## src/rtl/mips_ctrl_pkg.sv

```systemverilog
// Shared constants for the multicycle MIPS main control FSM.
// This file holds the opcodes, the state encoding and the select codes for the datapath.
package mips_ctrl_pkg;

  // IR[31:26] opcodes recognised by the controller
  localparam logic [5:0] OP_RTYPE = 6'b000000;
  localparam logic [5:0] OP_LW    = 6'b100011;
  localparam logic [5:0] OP_SW    = 6'b101011;
  localparam logic [5:0] OP_BEQ   = 6'b000100;
  localparam logic [5:0] OP_J     = 6'b000010;
  localparam logic [5:0] OP_ADDI  = 6'b001000;

  // alu_op codes consumed by the ALU control stage
  localparam logic [1:0] ALUOP_ADD   = 2'b00;
  localparam logic [1:0] ALUOP_SUB   = 2'b01;
  localparam logic [1:0] ALUOP_FUNCT = 2'b10;

  // alu_src_b select codes
  localparam logic [1:0] ASB_B       = 2'b00;
  localparam logic [1:0] ASB_FOUR    = 2'b01;
  localparam logic [1:0] ASB_IMM     = 2'b10;
  localparam logic [1:0] ASB_IMM_SH2 = 2'b11;

  // pc_source select codes
  localparam logic [1:0] PCS_ALU    = 2'b00;
  localparam logic [1:0] PCS_ALUOUT = 2'b01;
  localparam logic [1:0] PCS_JUMP   = 2'b10;

  // Controller states. Encodings 13..15 are unreachable and recover to FETCH.
  typedef enum logic [3:0] {
    RESET     = 4'd0,
    FETCH     = 4'd1,
    DECODE    = 4'd2,
    EXEC      = 4'd3,
    R_WB      = 4'd4,
    MEM_ADDR  = 4'd5,
    MEM_READ  = 4'd6,
    MEM_WB    = 4'd7,
    MEM_WRITE = 4'd8,
    BRANCH    = 4'd9,
    JUMP      = 4'd10,
    ADDI_EXEC = 4'd11,
    ADDI_WB   = 4'd12
  } state_t;

endpackage

```

## src/rtl/mips_multicycle_control.sv

```systemverilog
// Main control FSM of the multicycle MIPS datapath.
// It sequences fetch, decode, execute, memory and writeback, and it drives every datapath enable.
//
// Memory handshake: a request (mem_read or mem_write) is held steady
// while the FSM sits in FETCH, MEM_READ or MEM_WRITE. The access completes
// in the cycle where mem_ready=1. In that cycle the FSM advances and any
// completion-qualified enables (ir_write, pc_write, instr_done on a store)
// assert. mem_ready is ignored in every other state.
module mips_multicycle_control
  import mips_ctrl_pkg::*;
(
  input  logic       clk,
  input  logic       rst_n,
  input  logic [5:0] opcode,
  input  logic       mem_ready,
  output logic       pc_write,
  output logic       pc_write_cond,
  output logic       i_or_d,
  output logic       mem_read,
  output logic       mem_write,
  output logic       ir_write,
  output logic       mem_to_reg,
  output logic       reg_dst,
  output logic       reg_write,
  output logic       alu_src_a,
  output logic [1:0] alu_src_b,
  output logic [1:0] alu_op,
  output logic [1:0] pc_source,
  output logic       instr_done,
  output logic       illegal_op
);

  // Current state is kept as a named internal signal so checkers can bind to it.
  state_t state;
  state_t next_state;

  // State register; asynchronous reset forces RESET (all outputs 0) immediately
  always_ff @(posedge clk or negedge rst_n) begin
    if (!rst_n) state <= RESET;
    else        state <= next_state;
  end

  // Next-state and output decode; every output defaults to 0
  always_comb begin
    next_state    = FETCH;
    pc_write      = 1'b0;
    pc_write_cond = 1'b0;
    i_or_d        = 1'b0;
    mem_read      = 1'b0;
    mem_write     = 1'b0;
    ir_write      = 1'b0;
    mem_to_reg    = 1'b0;
    reg_dst       = 1'b0;
    reg_write     = 1'b0;
    alu_src_a     = 1'b0;
    alu_src_b     = ASB_B;
    alu_op        = ALUOP_ADD;
    pc_source     = PCS_ALU;
    instr_done    = 1'b0;
    illegal_op    = 1'b0;

    case (state)
      RESET: next_state = FETCH;

      FETCH: begin
        // PC+4 is computed every fetch cycle; PC and IR load only on completion
        mem_read   = 1'b1;
        i_or_d     = 1'b0;
        alu_src_a  = 1'b0;
        alu_src_b  = ASB_FOUR;
        alu_op     = ALUOP_ADD;
        pc_source  = PCS_ALU;
        ir_write   = mem_ready;
        pc_write   = mem_ready;
        next_state = mem_ready ? DECODE : FETCH;
      end

      DECODE: begin
        // Speculatively compute the branch target into ALUOut
        alu_src_a = 1'b0;
        alu_src_b = ASB_IMM_SH2;
        alu_op    = ALUOP_ADD;
        case (opcode)
          OP_RTYPE:      next_state = EXEC;
          OP_LW, OP_SW:  next_state = MEM_ADDR;
          OP_BEQ:        next_state = BRANCH;
          OP_J:          next_state = JUMP;
          OP_ADDI:       next_state = ADDI_EXEC;
          default: begin
            next_state = FETCH;
            illegal_op = 1'b1;
            instr_done = 1'b1;
          end
        endcase
      end

      EXEC: begin
        alu_src_a  = 1'b1;
        alu_src_b  = ASB_B;
        alu_op     = ALUOP_FUNCT;
        next_state = R_WB;
      end

      R_WB: begin
        reg_dst    = 1'b1;
        reg_write  = 1'b1;
        mem_to_reg = 1'b0;
        instr_done = 1'b1;
        next_state = FETCH;
      end

      MEM_ADDR: begin
        // IR still holds the opcode, so lw/sw can be told apart here
        alu_src_a  = 1'b1;
        alu_src_b  = ASB_IMM;
        alu_op     = ALUOP_ADD;
        next_state = (opcode == OP_LW) ? MEM_READ : MEM_WRITE;
      end

      MEM_READ: begin
        mem_read   = 1'b1;
        i_or_d     = 1'b1;
        next_state = mem_ready ? MEM_WB : MEM_READ;
      end

      MEM_WB: begin
        reg_dst    = 1'b0;
        reg_write  = 1'b1;
        mem_to_reg = 1'b1;
        instr_done = 1'b1;
        next_state = FETCH;
      end

      MEM_WRITE: begin
        mem_write  = 1'b1;
        i_or_d     = 1'b1;
        instr_done = mem_ready;
        next_state = mem_ready ? FETCH : MEM_WRITE;
      end

      BRANCH: begin
        alu_src_a     = 1'b1;
        alu_src_b     = ASB_B;
        alu_op        = ALUOP_SUB;
        pc_write_cond = 1'b1;
        pc_source     = PCS_ALUOUT;
        instr_done    = 1'b1;
        next_state    = FETCH;
      end

      JUMP: begin
        pc_write   = 1'b1;
        pc_source  = PCS_JUMP;
        instr_done = 1'b1;
        next_state = FETCH;
      end

      ADDI_EXEC: begin
        alu_src_a  = 1'b1;
        alu_src_b  = ASB_IMM;
        alu_op     = ALUOP_ADD;
        next_state = ADDI_WB;
      end

      ADDI_WB: begin
        reg_dst    = 1'b0;
        reg_write  = 1'b1;
        mem_to_reg = 1'b0;
        instr_done = 1'b1;
        next_state = FETCH;
      end

      // Unreachable encodings: outputs stay 0 and control recovers to FETCH
      default: next_state = FETCH;
    endcase
  end

endmodule

```

## config.mk

```make
export PLATFORM = sky130hd
export DESIGN_NAME = mips_multicycle_control
export DESIGN_NICKNAME = d
export VERILOG_FILES = /design/src/rtl/mips_ctrl_pkg.sv /design/src/rtl/mips_multicycle_control.sv
export SDC_FILE = /design/constraint.sdc
export NUM_CORES = 1
export LEC_CHECK = 0
export CAP_MARGIN = 20
export CORE_MARGIN = 4
export CORE_UTILIZATION = 40
export DETAILED_ROUTE_END_ITERATION = 10
export GPL_TIMING_DRIVEN = 0
export PLACE_DENSITY = 0.77
export SLEW_MARGIN = 15
export SYNTH_ARGS = -nofsm -noshare
export SYNTH_HDL_FRONTEND = slang
export SYNTH_SLANG_ARGS = --single-unit
```

## constraint.sdc

```tcl
create_clock -name clk -period 2.3 [get_ports clk]
set_clock_uncertainty 0.2 [all_clocks]
set_input_delay 0.69 -clock clk [delete_from_list [all_inputs] [get_ports clk]]
set_output_delay 0.69 -clock clk [all_outputs]
set_load 0.05 [all_outputs]
```

==> results.ini, run 1 <==
[logic_synthesis]
synth_top_area_cell=dfrtp_1
synth_seq_cells=4
synthFlopType=dfrtp_1
netlist_area_um2=588
synth_area_per_cell_um2=6.53
synth_area_leaders=dfrtp_1, nor2_1, nor3_1
yosysMostFrequentCell=nor2_1
synth.distinct_cells=31
synth-edff-count=0
syn_inst=90
synth_top_area_share_pct=17.0
synth-async-reset-ratio_pct=100
syn_nets=99
synth_commonest_cells=nor2_1, nand2_1, nor3_1
synth-seq-area-share_pct=17.0
yosysWarnings=0

[cts]
clock_sinks=4
numCtsBuffers=3
ctsHoldBuffers=0
root_buffer=clkbuf_4
cts_buffer_depth=2
htreeDepth=1

[sta]
endpoint_type=primary output
worstEndpointGrtRepair=instr_done

[global_route]
grt_max_degree=11

[status]
error_line=[ERROR DPL-0038] Utilization greater than 100%, impossible to legalize
outcome=stopped before the end
lastStage=5_1_grt

[floorplanning]
dieHeight_um=46.3
initial_core_util_pct=43.6
die_x_um=46.3
ios=27
rows=13

[placement]
hpwl_um=1400
gp_congestion=0.799
place_inst=131
port_buffers=26

[stage by stage]
| stage | hold WS [ns] | worst slack [ns] | area, um2 | TNS (ns) | utilization [%] |
|---|---|---|---|---|---|
| 2_1_floorplan | 0.194 | -0.408 | 657 | -1.93 | - |
| 3_3_place_gp | 0.426 | -1.45 | 936 | -12.03 | 69.3 |
| 3_5_place_dp | 0.425 | -1.50 | 936 | -12.49 | 69.3 |
| 4_1_cts | 0.450 | -0.304 | 1110 | -0.714 | 82.4 |
[timing repair]
item,4_1_cts
hold endpoints to repair,0
resized for setup,175
setup buffers,10
setup endpoints to repair,20
pin swaps,7
[cells by family after synthesis]
group | count (synthesis) | share of synthesized area (%)
compound gates | 23 | 27.0
buf+inv | 11 | 9.36
flops | 4 | 17.0
mux | 3 | 5.32
simple gates | 48 | 39.8
xor+xnor | 1 | 1.49
==> inputs of run 2 (changes only) <==
--- a/config.mk
+++ b/config.mk
@@ -6,11 +6,11 @@
 export NUM_CORES = 1
 export LEC_CHECK = 0
 export CAP_MARGIN = 20
-export CORE_MARGIN = 4
-export CORE_UTILIZATION = 40
+export CORE_AREA = 4 4 65 67
 export DETAILED_ROUTE_END_ITERATION = 10
+export DIE_AREA = 0 0 69 71
 export GPL_TIMING_DRIVEN = 0
-export PLACE_DENSITY = 0.77
+export PLACE_DENSITY_LB_ADDON = 0.15
 export SLEW_MARGIN = 15
 export SYNTH_ARGS = -nofsm -noshare
 export SYNTH_HDL_FRONTEND = slang
==> run 2 against run 1 <==
  * The flow now finishes, with violations (negative setup slack)
  * Area after synthesis is the same
  * Synthesized cell count is the same
==> results.ini, run 2 <==
[cts]
clock_latency_ns=0.21
root_buffer=clkbuf_8
cts_buffer_depth=2  ; unchanged
cts_tree=done
clock_sinks=4  ; unchanged
numCtsBuffers=3  ; unchanged
htreeDepth=1  ; unchanged
clkSlewWorstSetupHoldPaths_ns=0.03

[setup_path]
cpPeakStageDelay_ns=0.30
regToRegSetupSlack_ns=0.64
cp_cell_sequence=buf_8 -> xor2_1 -> o211ai_1 -> o21ai_4 -> o31ai_4 -> buf_6
critPathLaunch=opcode[2]
r2r.worst_path.cells=5
crit_path_max_fanout=2
worstSetupPathType=input port to primary output
arrival_ns=1.81
reg2reg_to=state[3]
crit_path_end_kind=primary output
critPathLaunchType=input port
cpMaxStageDelayCell=o211ai_1
crit_path_end=instr_done
r2r-start=state[2]
cp.required_ns=1.41

[floorplanning]
initial_core_util_pct=16.2  ; -27 points
rows=22  ; +9
ios=27  ; unchanged
fp.coreArea_um2=3630
dieHeight_um=71  ; +53%
die-area_um2=4900
die_x_um=69  ; +49%

[final_layout]
largest_reg_flops=4
area_delta_synth_final_pct=140
reg_top3=state: 4 flops
regMostFlops=state
final_cell_mix=buf_6, buf_4, buf_8
drive_above_1_share_pct=64.0
utilization_pct=38.9
diodes=0
final_nets=150

[placement]
gp_congestion=0.797  ; -0.20%
place_ws_ns=-1.50  ; -0.000970 ns
port_buffers=26  ; unchanged
hpwl_um=1580  ; +13%

[global_route]
grt_pass1_wl_um=3820
overflow=0
grtUsageTotal_pct=9.10
grt_pass1_vias=855
antenna_found_initial=0
grt_max_degree=11

[logic_synthesis]
syn_nets=99  ; unchanged
synth.distinct_cells=31  ; unchanged
yosysMostFrequentCell=nor2_1
synth-async-reset-ratio_pct=100  ; unchanged
synth_seq_cells=4  ; unchanged
synth_area_per_cell_um2=6.53  ; unchanged
netlist_area_um2=588  ; unchanged
synth-edff-count=0  ; unchanged
synth_commonest_cells=nor2_1, nand2_1, nor3_1
synth_area_leaders=dfrtp_1, nor2_1, nor3_1
synth_top_area_share_pct=17.0  ; unchanged
synth-seq-area-share_pct=17.0  ; unchanged
yosysWarnings=0  ; unchanged
synth_top_area_cell=dfrtp_1
syn_inst=90  ; unchanged
synthFlopType=dfrtp_1

[flow_run]
maxCapViolations=0

[sta]
drv_slew=0
layout_setup_ws_ns=-0.395
rsz0062_at_grt=yes
fin_crit_sh_pct=117
min_period_ns=2.70
finalHoldViolCount=0
relSlewSlack_pct=77.8
setup_violations=9
clock.fmax_ghz=0.371
worstMarginPinSlew_ns=0.331

[pwr]
power_leakage_uw=0.000601
peakVddDrop_mv=0.572
p_per_area_nw_per_um2=1590

[routing]
antenna_left=0
avgRoutedWirePerCell_um=12.7
drc=0
postRouteWirelength_um=2380
drt-pass1-iter-count=4
vias_per_cell=4.71
num_vias=881
drt_iter0_drc=34

[status]
violations=negative setup slack
outcome=finished with violations

[min_path]
hp-class=input port to async pin

[run 2: how the worst min path moves through the flow]
| stage | startpoint | slack, ns | end | cells after the start |
|---|---|---|---|---|
| finish | rst_n | 0.48 | state[3] | 1 |
| global route | rst_n | 0.49 | state[0] | 1 |
| CTS | rst_n | 0.48 | state[3] | 1 |
| detailed placement | state[1] | 0.46 | state[1] | 3 |
| global placement | state[1] | 0.46 | state[1] | 3 |
| floorplan | rst_n | 0.19 | state[0] | 0 |
[run 2: cells by family after synthesis]
family | Yosys count | synth area share [%]
AO/OA/AOI/OAI | 23 | 27.0
XOR/XNOR | 1 | 1.49
buffers and inverters | 11 | 9.36
flip-flops | 4 | 17.0
multiplexers | 3 | 5.32
AND/OR/NAND/NOR | 48 | 39.8
[run 2: cell type report]
type,instances,area (um2)
Buffer,10,133
Multi-Input combinational cell,75,631
Timing Repair Buffer,46,443
Fill cell,396,2220
Clock buffer,3,41.3
Sequential cell,4,101
Inverter,1,3.75
Tap cell,48,60.1
[run 2: metrics by stage]
stage | cells | power (uW) | hold slack (ns) | cell area, um2 | TNS [ns]
3_3_place_gp | 164 | 1550 | 0.463 | 977 | -12.80
4_1_cts | 174 | 1880 | 0.478 | 1160 | -1.02
2_1_floorplan | 90 | 1160 | 0.194 | 657 | -1.93
5_1_grt | 187 | 2380 | 0.486 | 1410 | -1.94
3_5_place_dp | 164 | 1550 | 0.459 | 977 | -12.88
6_report | 187 | 2250 | 0.475 | 1410 | -1.15
[run 2: critical path, delay by kind of cell]
kind                      cells  cell delay, ns
AOI/OAI and AO/OA             3            0.68
xor gates and xnor gates      1            0.15
buffers and inverters         2            0.29
[run 2: metal layers]
metal | track usage, % | share of wire (%)
met5 | 0 | 0
met4 | 2.60 | 0.50
met3 | 2.41 | 6.2
met2 | 16.1 | 51
met1 | 10.8 | 42
[run 2: where the power goes]
group | switching (uW) | total (uW) | internal, uW
clock | 31.4 | 142 | 111
sequential | 25.8 | 129 | 103
combinational | 1100 | 1980 | 878
total | 1160 | 2250 | 1090
[run 2: repair_timing]
action	CTS	global route
cloned	0	0
pin swaps	8	13
hold buffers	0	0
setup endpoints to repair	20	17
setup buffers	7	13
resized for setup	169	53
hold endpoints to repair	0	0
(Power assumes the default switching activity.)
